<file path="config.mk">
export PLATFORM = sky130hd
export DESIGN_NAME = mdu_sequencer_flat
export DESIGN_NICKNAME = d
export VERILOG_FILES = /design/src/rtl/mdu_sequencer_if.sv /design/src/rtl/mdu_sequencer.sv /design/src/flat_wrapper.sv
export SDC_FILE = /design/constraint.sdc
export NUM_CORES = 1
export LEC_CHECK = 0
export CORE_AREA = 2 2 160 162
export CTS_BUF_LIST = sky130_fd_sc_hd__clkbuf_4
export DETAILED_ROUTE_END_ITERATION = 10
export DIE_AREA = 0 0 162 164
export GPL_TIMING_DRIVEN = 0
export PLACE_DENSITY_LB_ADDON = 0.1
export SYNTH_ARGS = -nofsm -noshare
export SYNTH_HDL_FRONTEND = slang
export SYNTH_SLANG_ARGS = --single-unit
</file>
<file path="constraint.sdc">
create_clock -name clk -period 3.1 [get_ports clk]
set_clock_uncertainty 0.2 [all_clocks]
set_input_delay 0.62 -clock clk [delete_from_list [all_inputs] [get_ports clk]]
set_output_delay 0.62 -clock clk [all_outputs]
set_load 0.1 [all_outputs]
</file>
<file path="src/rtl/mdu_sequencer_if.sv">
// ----------------------------------------------------------------------------
// mdu_sequencer_if
//   Bundle between the EX stage / hazard logic and the multiply-divide unit.
//   master : pipeline side (drives start/op/operands/MFHI-MFLO requests)
//   slave  : MDU side (drives busy/stall/done/div0 and the HI/LO registers)
//   Signals:
//     start, op[1:0]      MDU instruction valid and opcode (MULT/MULTU/DIV/DIVU)
//     rs_val, rt_val      multiplicand/dividend, multiplier/divisor
//     mfhi_req, mflo_req  EX-stage MFHI / MFLO present
//     busy, stall         operation in progress, freeze IF/ID/EX
//     done, div0          result-written pulse, divide-by-zero pulse
//     hi, lo              HI / LO registers
// ----------------------------------------------------------------------------
interface mdu_sequencer_if #(
   parameter int unsigned XLEN = 32
);
   logic            start;
   logic [1:0]      op;
   logic [XLEN-1:0] rs_val;
   logic [XLEN-1:0] rt_val;
   logic            mfhi_req;
   logic            mflo_req;
   logic            busy;
   logic            stall;
   logic            done;
   logic            div0;
   logic [XLEN-1:0] hi;
   logic [XLEN-1:0] lo;

   modport master (
      output start, op, rs_val, rt_val, mfhi_req, mflo_req,
      input  busy, stall, done, div0, hi, lo
   );

   modport slave (
      input  start, op, rs_val, rt_val, mfhi_req, mflo_req,
      output busy, stall, done, div0, hi, lo
   );
endinterface

</file>
<file path="src/rtl/mdu_sequencer.sv">
// ----------------------------------------------------------------------------
// mdu_sequencer
//   Iterative multiply/divide unit beside the EX stage; owns HI/LO.
//   MULT/MULTU use 32 shift-add steps, DIV/DIVU use 32 restoring-divide steps
//   on operand magnitudes, followed by one sign-fix cycle.
//   Ports:
//     clk  core clock
//     rst  synchronous active-high reset, dominates everything
//     mdu  slave side of mdu_sequencer_if (see interface header)
// ----------------------------------------------------------------------------
module mdu_sequencer #(
   parameter int unsigned XLEN = 32,
   parameter int unsigned ITER = 32
) (
   input logic             clk,
   input logic             rst,
   mdu_sequencer_if.slave  mdu
);

   localparam int unsigned CW = (ITER > 1) ? $clog2(ITER) : 1;

   typedef enum logic [1:0] {StIdle, StRun, StFix} state_e;

   state_e              r_state, w_state_nxt;
   logic [CW-1:0]       r_count, w_count_nxt;
   logic                r_is_div, w_is_div_nxt;
   logic                r_neg_q, w_neg_q_nxt;   // negate product / quotient
   logic                r_neg_r, w_neg_r_nxt;   // negate remainder
   logic                r_dz, w_dz_nxt;         // divide by zero pending
   logic [XLEN-1:0]     r_b_mag, w_b_mag_nxt;   // multiplicand / divisor magnitude
   logic [XLEN-1:0]     r_acc, w_acc_nxt;       // product high half / remainder
   logic [XLEN-1:0]     r_q, w_q_nxt;           // multiplier/product low / quotient
   logic [XLEN-1:0]     r_hi, w_hi_nxt;
   logic [XLEN-1:0]     r_lo, w_lo_nxt;
   logic                r_done, w_done_nxt;
   logic                r_div0, w_div0_nxt;

   logic                w_signed;
   logic                w_rs_neg;
   logic                w_rt_neg;
   logic [XLEN-1:0]     w_rs_mag;
   logic [XLEN-1:0]     w_rt_mag;
   logic [XLEN-1:0]     w_addend;
   logic [XLEN:0]       w_sum;
   logic [XLEN:0]       w_shift;
   logic [XLEN:0]       w_diff;
   logic [2*XLEN-1:0]   w_prod;
   logic [2*XLEN-1:0]   w_prod_fix;

   // Operand magnitudes; |-2^(XLEN-1)| wraps to itself, which is correct unsigned.
   assign w_signed = ~mdu.op[0];
   assign w_rs_neg = w_signed & mdu.rs_val[XLEN-1];
   assign w_rt_neg = w_signed & mdu.rt_val[XLEN-1];
   assign w_rs_mag = w_rs_neg ? -mdu.rs_val : mdu.rs_val;
   assign w_rt_mag = w_rt_neg ? -mdu.rt_val : mdu.rt_val;

   // Shift-add step: add multiplicand when the current multiplier bit is set,
   // then shift {carry, acc, q} right by one.
   assign w_addend = r_q[0] ? r_b_mag : '0;
   assign w_sum    = {1'b0, r_acc} + {1'b0, w_addend};

   // Restoring step: shift next dividend bit into the remainder, try subtract.
   assign w_shift  = {r_acc, r_q[XLEN-1]};
   assign w_diff   = w_shift - {1'b0, r_b_mag};

   assign w_prod     = {r_acc, r_q};
   assign w_prod_fix = r_neg_q ? -w_prod : w_prod;

   always_ff @(posedge clk) begin
      if (rst) begin
         r_state  <= StIdle;
         r_count  <= '0;
         r_is_div <= 1'b0;
         r_neg_q  <= 1'b0;
         r_neg_r  <= 1'b0;
         r_dz     <= 1'b0;
         r_b_mag  <= '0;
         r_acc    <= '0;
         r_q      <= '0;
         r_hi     <= '0;
         r_lo     <= '0;
         r_done   <= 1'b0;
         r_div0   <= 1'b0;
      end else begin
         r_state  <= w_state_nxt;
         r_count  <= w_count_nxt;
         r_is_div <= w_is_div_nxt;
         r_neg_q  <= w_neg_q_nxt;
         r_neg_r  <= w_neg_r_nxt;
         r_dz     <= w_dz_nxt;
         r_b_mag  <= w_b_mag_nxt;
         r_acc    <= w_acc_nxt;
         r_q      <= w_q_nxt;
         r_hi     <= w_hi_nxt;
         r_lo     <= w_lo_nxt;
         r_done   <= w_done_nxt;
         r_div0   <= w_div0_nxt;
      end
   end

   always_comb begin
      w_state_nxt  = r_state;
      w_count_nxt  = r_count;
      w_is_div_nxt = r_is_div;
      w_neg_q_nxt  = r_neg_q;
      w_neg_r_nxt  = r_neg_r;
      w_dz_nxt     = r_dz;
      w_b_mag_nxt  = r_b_mag;
      w_acc_nxt    = r_acc;
      w_q_nxt      = r_q;
      w_hi_nxt     = r_hi;
      w_lo_nxt     = r_lo;
      w_done_nxt   = 1'b0;
      w_div0_nxt   = 1'b0;

      unique case (r_state)
         StIdle: begin
            if (mdu.start) begin
               w_is_div_nxt = mdu.op[1];
               w_neg_q_nxt  = w_rs_neg ^ w_rt_neg;
               w_neg_r_nxt  = w_rs_neg;
               w_dz_nxt     = mdu.op[1] & (mdu.rt_val == '0);
               w_b_mag_nxt  = w_rt_mag;
               w_acc_nxt    = '0;
               w_q_nxt      = w_rs_mag;
               w_count_nxt  = '0;
               w_state_nxt  = StRun;
            end
         end

         StRun: begin
            if (r_is_div) begin
               if (!w_diff[XLEN]) begin
                  w_acc_nxt = w_diff[XLEN-1:0];
                  w_q_nxt   = {r_q[XLEN-2:0], 1'b1};
               end else begin
                  w_acc_nxt = w_shift[XLEN-1:0];
                  w_q_nxt   = {r_q[XLEN-2:0], 1'b0};
               end
            end else begin
               w_acc_nxt = w_sum[XLEN:1];
               w_q_nxt   = {w_sum[0], r_q[XLEN-1:1]};
            end
            w_count_nxt = r_count + CW'(1);
            if (r_count == CW'(ITER - 1)) begin
               w_state_nxt = StFix;
            end
         end

         StFix: begin
            if (r_is_div) begin
               // With a zero divisor the remainder path already reproduces rs_val.
               w_lo_nxt = r_dz ? '1 : (r_neg_q ? -r_q : r_q);
               w_hi_nxt = r_neg_r ? -r_acc : r_acc;
            end else begin
               {w_hi_nxt, w_lo_nxt} = w_prod_fix;
            end
            w_done_nxt  = 1'b1;
            w_div0_nxt  = r_dz;
            w_state_nxt = StIdle;
         end

         default: begin
            w_state_nxt = StIdle;
         end
      endcase
   end

   assign mdu.busy  = (r_state != StIdle);
   assign mdu.stall = mdu.busy & (mdu.mfhi_req | mdu.mflo_req | mdu.start);
   assign mdu.done  = r_done;
   assign mdu.div0  = r_div0;
   assign mdu.hi    = r_hi;
   assign mdu.lo    = r_lo;

endmodule

</file>
<file path="src/flat_wrapper.sv">
// flat-port wrapper written by rule: the top's interface ports become plain ports
module mdu_sequencer_flat 
#(
   parameter int unsigned XLEN = 32,
   parameter int unsigned ITER = 32
)
  (clk, rst, mdu_start, mdu_op, mdu_rs_val, mdu_rt_val, mdu_mfhi_req, mdu_mflo_req, mdu_busy, mdu_stall, mdu_done, mdu_div0, mdu_hi, mdu_lo);
  mdu_sequencer_if #(.XLEN(XLEN)) mdu_i ();
  input logic clk;
  input logic rst;
  input wire logic [$bits(mdu_i.start)-1:0] mdu_start;
  input wire logic [$bits(mdu_i.op)-1:0] mdu_op;
  input wire logic [$bits(mdu_i.rs_val)-1:0] mdu_rs_val;
  input wire logic [$bits(mdu_i.rt_val)-1:0] mdu_rt_val;
  input wire logic [$bits(mdu_i.mfhi_req)-1:0] mdu_mfhi_req;
  input wire logic [$bits(mdu_i.mflo_req)-1:0] mdu_mflo_req;
  output wire logic [$bits(mdu_i.busy)-1:0] mdu_busy;
  output wire logic [$bits(mdu_i.stall)-1:0] mdu_stall;
  output wire logic [$bits(mdu_i.done)-1:0] mdu_done;
  output wire logic [$bits(mdu_i.div0)-1:0] mdu_div0;
  output wire logic [$bits(mdu_i.hi)-1:0] mdu_hi;
  output wire logic [$bits(mdu_i.lo)-1:0] mdu_lo;
  assign mdu_i.start = mdu_start;
  assign mdu_i.op = mdu_op;
  assign mdu_i.rs_val = mdu_rs_val;
  assign mdu_i.rt_val = mdu_rt_val;
  assign mdu_i.mfhi_req = mdu_mfhi_req;
  assign mdu_i.mflo_req = mdu_mflo_req;
  assign mdu_busy = mdu_i.busy;
  assign mdu_stall = mdu_i.stall;
  assign mdu_done = mdu_i.done;
  assign mdu_div0 = mdu_i.div0;
  assign mdu_hi = mdu_i.hi;
  assign mdu_lo = mdu_i.lo;
  mdu_sequencer #(.XLEN(XLEN), .ITER(ITER)) u_core (.clk(clk), .rst(rst), .mdu(mdu_i));
endmodule
</file>
==> run summary, run 1 <==
Static leakage: 6.19 nW. The min-delay analysis places its worst path in the category register to register. Setup repair after global routing could not meet its margin everywhere. The logs give 26,600 um^2 for the die area and 1,388 for the number of design-rule violations left by the first detailed-router iteration. The area added between synthesis and finish was 30.6%; the final worst-path setup slack was -0.196 ns. The maximum number of pins on one net before global-route repair is 19, and the count of flip-flops with a built-in enable after synthesis is 0. The number of hold buffers added after CTS was 0. The first global-routing pass estimated 71,400 um of wire. The number of global-route vias before repair is 12,900. The initial antenna violation count was 1. The final reports fail on setup timing. The tools report the number of rows in the core area as 58. Count of buffers from port buffering: 138.

The synthesized design contains 173 register bits. For this design the ratio of total power to cell area is 340 nW/um^2. The library cell occupying the most area in the post-synthesis netlist is sky130_fd_sc_hd__dfxtp_1.

The data arrival time of the critical path came out at 3.61 ns. The run finished, with violations left. The final period demand of the worst path came out at 3.30 ns. The share of synthesized registers carrying an async set or reset works out to 0%.

The most common cell after layout, fill and taps aside is sky130_fd_sc_hd__nor2_1. The distinct cell type count after synthesis came out at 79. The tools report the number of failing setup endpoints in the final timing report as 17. The sum of overflow across all layers after global routing was 0. The cell chosen for the clock root is sky130_fd_sc_hd__clkbuf_4.

The gate family responsible for the most delay along the worst path is compound AO/OA/AOI/OAI gates. In the synthesized netlist the dominant register cell turns out to be sky130_fd_sc_hd__dfxtp_1. Along the worst path, the maximum fanout reaches 7. The normalized max-slew margin is 33.0%, and the number of placed I/O pins is 139. The via density per instance came out at 6.19. TritonCTS built the clock tree.

Once detail routing completed, the nets flagged for antenna violations numbered 0. At the worst endpoint, the required time is 3.41 ns. Across every metal layer, demand over resource in global routing totals 34.2%. On the worst path, the slowest cell contributes a delay of 0.42 ns.

In the layout the commonest cells are sky130_fd_sc_hd__nor2_1 (184), sky130_fd_sc_hd__clkdlybuf4s50_1 (136), sky130_fd_sc_hd__nand2_1 (135). The sum of net half-perimeters after detailed placement is 35,200 um, and the cell area after synthesis is 13,200 um^2. In the final layout, the share of cells above drive strength 1 is 17.7%.

The buffer and inverter count on the worst path was 2; the final wirelength was 47,100 um. The mean area per synthesized cell is 7.66 um^2, and the upper clock frequency limit is 303 MHz. The net count of the finished layout is 2,096. The die is 162 um wide. Counting the buffers created by CTS gives 17. After filler insertion, the fill cell instance count of the layout stands at 2,165.

The area of the placeable core came out at 24,800 um^2. The slowest cell on the critical path is sky130_fd_sc_hd__dfxtp_4. At the pin with the least slew margin, the transition time is 1.00 ns. Summing all non-filler instances in the final layout gives an area of 17,300 um^2.

The initial utilization of the core area, before any placement, comes to 53.2%. The post-detailed-route wirelength per cell works out to 20.5 um. The fraction of the core area covered by cells at the end of the flow was 69.5%. The congestion estimate from routability-driven global placement came to 0.976. The H-tree was split into 4 levels.

The largest vdd supply drop is 0.183 mV, and the cell count after synthesis is 1,725. The tools report the latest clock arrival within the worst-skew pair as 0.61 ns. The first detailed-routing pass ran for 7 iterations. The routed layout has 14,200 vias.

Clock tree synthesis found a total of 173 sinks. In the final layout, flip-flops and latches occupy 3550 um^2. The clock slew at the register clock pins of the worst setup and hold paths came out at 0.18 ns. In the routed design, unresolved DRC markers number 0. Summed over its instances, the top area cell type makes up 26.2% of the synthesized netlist area.

The final-report hold violation count came out at 0. The run gives 0 as the max-capacitance violation count. In this run the vertical extent of the chip is 164 um. The Yosys step of the flow raised 0 warnings. The number of nets produced by synthesis is 1,868. The worst setup path is captured at a register.

For the number of cells in the finished layout apart from fillers, the log shows 2,297. The critical path is of the register to register type. The sequential area share after synthesis was 26.2%; the final total power was 5.87 mW.

The critical path goes through inv_8, buf_8, nor2_4, ha_1, a21o_1, a21o_1, a21o_1, a211oi_4, a21bo_4, a21oi_4, o21ai_1, xor2_1, a211oi_1, a2111oi_0. The most repeated library cell on the critical path is sky130_fd_sc_hd__a21o_1. By area the synthesized netlist is led by sky130_fd_sc_hd__dfxtp_1 (26%), sky130_fd_sc_hd__a211oi_1 (7.7%), sky130_fd_sc_hd__ha_1 (6.6%). In this run, placement finished with an instance count of 2,193. The longest clock path from root to sink contains 2 buffers.

The final clock period utilization by the worst path is 106%. The tightest hold path in the finished design has a slack of 0.262 ns. The multi-input combinational cells in the finished layout cover a total of 10,200 um^2. The kind of start point of the critical path is a register. The run gives 0 as the final-report max-slew violation count.

Summing all placed instances gives a cell area of 15,100 um^2.
[metrics by stage]
step	TNS [ns]	worst slack, ns
after detailed placement	-44.03	-0.976
after global placement	-43.34	-0.978
after global routing	-3.63	-0.276
after CTS	-1.45	-0.158
after floorplan	0	0.0114
final	-1.69	-0.196
[cell families (layout without fill, tap and decap cells)]
family / Yosys count / count (layout) / synth area share [%]
compound gates: 547 / 547 / 27.1
xor+xnor: 159 / 159 / 10.6
fa+ha+maj: 72 / 72 / 6.93
buf+inv: 171 / 412 / 5.00
flops: 173 / 173 / 26.2
mux: 55 / 55 / 4.17
other cells: 0 / 1 / 0
simple gates: 548 / 548 / 20.0
[report_power, final]
part           internal, mW  switching (mW)  leakage (nW)
Sequential             2.32           0.132          1.43
Combinational         0.890            1.20          4.61
Clock                 0.371           0.967         0.142
Total                  3.58            2.29          6.19
[worst register-to-register path, cell delays in order (launching register included)]
cell and delay, ns:
sky130_fd_sc_hd__dfxtp_4 0.42, sky130_fd_sc_hd__inv_8 0.12, sky130_fd_sc_hd__buf_8 0.14, sky130_fd_sc_hd__nor2_4 0.04, sky130_fd_sc_hd__ha_1 0.31, sky130_fd_sc_hd__a21o_1 0.21
sky130_fd_sc_hd__a21o_1 0.18, sky130_fd_sc_hd__a21o_1 0.21, sky130_fd_sc_hd__a211oi_4 0.28, sky130_fd_sc_hd__a21bo_4 0.29, sky130_fd_sc_hd__a21oi_4 0.16, sky130_fd_sc_hd__o21ai_1 0.10
sky130_fd_sc_hd__xor2_1 0.14, sky130_fd_sc_hd__a211oi_1 0.07, sky130_fd_sc_hd__a2111oi_0 0.34
[sequential cells by signal, indices dropped and copies added (netlist names)]
register,flops
u_core.r_state,2
u_core.r_count,5
u_core.mdu.done,1
u_core.r_q,32
u_core.r_dz,1
u_core.mdu.lo,32
u_core.r_neg_q,1
u_core.mdu.hi,32
u_core.mdu.div0,1
u_core.r_b_mag,32
u_core.r_acc,32
u_core.r_neg_r,1
u_core.r_is_div,1
[layer usage]
layer	global-route usage (%)	vias to the layer above	routed length, um
met5	0	-	0
met4	10.8	0	1530
met3	5.08	96	3630
met2	55.3	638	21400
met1	47.0	6731	20500
li1	-	6753	-
[cells in the mapped netlist, types with 12 or more instances]
cell type,number
sky130_fd_sc_hd__o31ai_1,30
sky130_fd_sc_hd__a21o_1,21
sky130_fd_sc_hd__nor3_1,41
sky130_fd_sc_hd__a311oi_1,13
sky130_fd_sc_hd__a22oi_1,13
sky130_fd_sc_hd__o21ai_0,94
sky130_fd_sc_hd__a211oi_1,135
sky130_fd_sc_hd__nand2b_1,15
sky130_fd_sc_hd__dfxtp_1,173
sky130_fd_sc_hd__xor2_1,86
sky130_fd_sc_hd__ha_1,70
sky130_fd_sc_hd__mux2i_1,55
sky130_fd_sc_hd__xnor2_1,72
sky130_fd_sc_hd__clkbuf_1,94
sky130_fd_sc_hd__a31oi_1,14
sky130_fd_sc_hd__nor4_1,13
sky130_fd_sc_hd__nor2b_1,21
sky130_fd_sc_hd__or3_1,23
sky130_fd_sc_hd__inv_1,60
sky130_fd_sc_hd__o211ai_1,19
sky130_fd_sc_hd__and3_1,12
sky130_fd_sc_hd__a21oi_1,140
sky130_fd_sc_hd__nand3_1,28
sky130_fd_sc_hd__nor2_1,197
sky130_fd_sc_hd__nand2_1,140
[path summary, 6_finish.rpt]
check                    startpoint                end  slack, ns  cells after the start
setup / recovery      u_core.r_q[0]   u_core.r_acc[28]      -0.20                     14
hold / removal    u_core.mdu.hi[18]  u_core.mdu.hi[18]       0.26                      2
setup reg to reg      u_core.r_q[0]   u_core.r_acc[28]      -0.20                     14
hold reg to reg   u_core.mdu.hi[18]  u_core.mdu.hi[18]       0.26                      2
[layout make-up]
| type | count | share of cell area, % |
|---|---|---|
| flip-flops and latches | 173 | 20.6 |
| multi-input cells | 1381 | 59.3 |
| diodes | 1 | 0.0145 |
| clock inverters | 14 | 0.819 |
| plain buffers | 105 | 2.85 |
| well taps | 330 | 2.39 |
| repair buffers | 215 | 11.9 |
| clock buffers | 18 | 0.783 |
| inverters | 60 | 1.38 |
[what timing repair did]
action,4_1_cts,5_1_grt
setup buffers,45,29
pin swaps,65,64
resized for setup,175,151
gates cloned,2,1
endpoints found under the setup margin,67,75
Power figures use the tool's default switching activity.
==> run 2, diff against run 1 <==
--- a/config.mk
+++ b/config.mk
@@ -7,2 +7,3 @@
 export LEC_CHECK = 0
+export ABC_CLOCK_PERIOD_IN_PS = 3100
 export CORE_AREA = 2 2 160 162
@@ -16 +17,2 @@
 export SYNTH_SLANG_ARGS = --single-unit
+export TNS_END_PERCENT = 20
==> constraint.sdc (replaced) <==
create_clock -name clk -period 3.1 [get_ports clk]
set_clock_uncertainty 0.2 [all_clocks]
set_input_delay 0.31 -clock clk [delete_from_list [all_inputs] [get_ports clk]]
set_output_delay 0.31 -clock clk [all_outputs]
set_load 0.1 [all_outputs]
==> run 2 against run 1 <==
Net effect: the flow still finishes with violations (setup timing); count of clock-buffer cells in the layout unchanged; setup slack worse by 0.0078 ns; sequential share of layout area up 0.35 points; die area unchanged; critical path type unchanged; largest power group unchanged; highest routed layer unchanged.
==> run summary, run 2 (synthesis gave the netlist of run 1 again) <==
Grouping stages by cell kind, the critical path spends the most delay in compound AO/OA/AOI/OAI gates. The count of buffers from port buffering works out to 138 (unchanged). The via density per instance is 6.20 (+0.20%).

The run gives 0 (unchanged) as the final-report hold violation count. The most numerous cell type found on the critical path is sky130_fd_sc_hd__a21o_1. The logs give 3.40 ns (about the same) for the worst endpoint required time and 0 (unchanged) for the sum of overflow across all layers after global routing. The power density over the cells came out at 344 nW/um^2 (+1.1%).

The logs give 0 (unchanged) for the count of antenna-violating nets left after detailed routing and 7 (unchanged) for the count of TritonRoute iterations in the first routing pass. The run gives 3.61 ns (about the same) as the data arrival time of the critical path. The logs give 68.3% (-1.2 points) for the fraction of the core area covered by cells at the end of the flow and 0 (unchanged) for the number of DRC violations after detailed routing. The run gives -0.714 ns (+0.262 ns) as the post-placement setup slack. The clock slew at the register clock pins of the worst setup and hold paths works out to 0.17 ns (about the same).

The maximum number of pins on one net before global-route repair was 19 (unchanged). The number of design-rule violations left by the first detailed-router iteration came out at 1,283 (-7.6%). The worst hold path belongs to the class input port to register. Start-to-end type of the worst setup path: register to register. For the largest vdd supply drop, the log shows 0.185 mV (+1.1%). For the normalized max-slew margin, the log shows 14.1% (-19 points).

The tools report the die area as 26,600 um^2 (unchanged). The slowest cell on the critical path was sky130_fd_sc_hd__dfxtp_4. Final-report max-slew violation count: 0 (unchanged).

Cell chosen for the clock root: sky130_fd_sc_hd__clkbuf_4. The buffer and inverter count on the worst path was 2 (unchanged); the chip height was 164 um (unchanged). The flow ran to the end, but the final reports show violations. Static leakage: 6.08 nW (-1.6%). TritonCTS built the clock tree. The die outline width was 162 um (unchanged). The initial antenna violation count was 1 (unchanged); the number of global-route vias before repair was 12,900 (-0.50%). Category of the worst setup path capture point: a register.

The run gives 17 (unchanged) as the number of buffers created by CTS. Area of the placeable core: 24,800 um^2 (unchanged). The final wirelength is 46,500 um (-1.1%), and the number of sinks handled by clock tree synthesis is 173 (unchanged). The tools report the number of rows in the core area as 58 (unchanged). Setup repair after global routing could not meet its margin everywhere. The delay of the slowest cell on the worst path works out to 0.44 ns (+0.02 ns).

The critical path goes through inv_8, clkbuf_16, nor2_4, ha_4, a21o_1, a21o_1, a21o_1, a211oi_4, a21bo_4, a21oi_4, o21ai_2, xor2_1, a211oi_1, a2111oi_0. Relative to the synthesized area, the layout overhead comes to 28.3%. The final period demand of the worst path is 3.30 ns (+0.00779 ns), and the upper clock frequency limit is 303 MHz (-0.24%). The latest clock arrival within the worst-skew pair is 0.62 ns (about the same), and the net total in the final layout is 2,086 (-0.48%).

The starting density of the core was 53.2% (unchanged); the number of placed I/O pins was 139 (unchanged). The number of H-tree branching levels was 4 (unchanged); the share of final-layout standard cells stronger than drive strength 1 was 15.8% (-1.9 points). In the layout the commonest cells are sky130_fd_sc_hd__nor2_1 (188), sky130_fd_sc_hd__clkdlybuf4s50_1 (138), sky130_fd_sc_hd__dfxtp_1 (136).

The final clock period utilization by the worst path is 107% (+0.25 points), and the max-capacitance violation count is 0 (unchanged). The weighted congestion at the end of routability-driven global placement is 0.976 (unchanged). The post-detailed-route wirelength per cell is 20.3 um (-0.70%), and the sum of net half-perimeters after detailed placement is 35,200 um (unchanged). The total vias in the final route is 14,200 (-0.23%), and the transition time of the tightest slew-check pin is 1.28 ns (+0.277 ns). The worst setup path is launched from a register. The run gives 17 (unchanged) as the number of failing setup endpoints in the final timing report.

The library cell used most frequently in the layout, excluding fill and tap cells, is sky130_fd_sc_hd__nor2_1. The final reports fail on setup timing. The tools report the global router's overall resource usage as 34.1% (-0.041 points). The global-route wire length before repair is 71,300 um (about the same).

The maximum clock path buffer count is 2 (unchanged), and the peak fanout along the critical path is 10 (+3). The run gives -0.203 ns (-0.00779 ns) as the final worst-path setup slack.
run 2: path summary, 6_finish.rpt:
kind | slack [ns] | from | to | cells past startpoint
max | -0.20 | u_core.r_q[0] | u_core.r_acc[28] | 14
max reg2reg | -0.20 | u_core.r_q[0] | u_core.r_acc[28] | 14
min | 0.15 | mdu_rt_val[1] | u_core.r_b_mag[1] | 3
min reg2reg | 0.26 | u_core.mdu.hi[18] | u_core.mdu.hi[18] | 2
run 2: layout make-up:
class	instances	area [um^2]
flip-flops and latches	173	3550
repair buffers	205	1940
inverters	60	238
plain buffers	105	495
fillers	2181	7860
diodes	1	2.50
multi-input cells	1381	10000
well taps	330	413
clock inverters	14	141
clock buffers	18	135
run 2: report_power, final:
part	switching [mW]	internal [mW]
clock network	0.968	0.371
registers	0.132	2.32
logic	1.18	0.869
run 2: what timing repair did:
| action | 4_1_cts | 5_1_grt |
|---|---|---|
| gates resized for setup | 153 | 125 |
| buffers inserted | 41 | 24 |
| hold buffers | 0 | 0 |
| cloned | 2 | 0 |
| pin swaps | 65 | 58 |
| setup endpoints to repair | 58 | 67 |
run 2: through the flow:
| stage | hold WS (ns) | instance area (um^2) | std cells | setup TNS [ns] | total power [mW] |
|---|---|---|---|---|---|
| 4_1_cts | 0.132 | 16300 | 2266 | -0.988 | 5.66 |
| 6_report | 0.153 | 17000 | 2287 | -1.52 | 5.84 |
| 5_1_grt | 0.146 | 17000 | 2287 | -4.38 | 6.08 |
| 3_5_place_dp | 0.244 | 15100 | 2193 | -28.72 | 4.20 |
| 2_1_floorplan | 0.229 | 13300 | 1725 | 0 | 3.67 |
| 3_3_place_gp | 0.240 | 15100 | 2193 | -27.81 | 4.18 |
run 2: per-layer routing:
metal	track usage [%]	share of wire [%]	wire (um)	up-vias
met5	0	0	0	-
met3	4.65	7.4	3440	84
met2	55.3	45	21100	617
li1	-	-	-	6739
met1	47.3	44	20700	6745
met4	10.2	2.8	1320	0
run 2: tightest hold or removal path, stage by stage:
cell                              delay, ns
sky130_fd_sc_hd__clkdlybuf4s50_1       0.46
sky130_fd_sc_hd__nand2_1               0.09
sky130_fd_sc_hd__a311oi_1              0.08
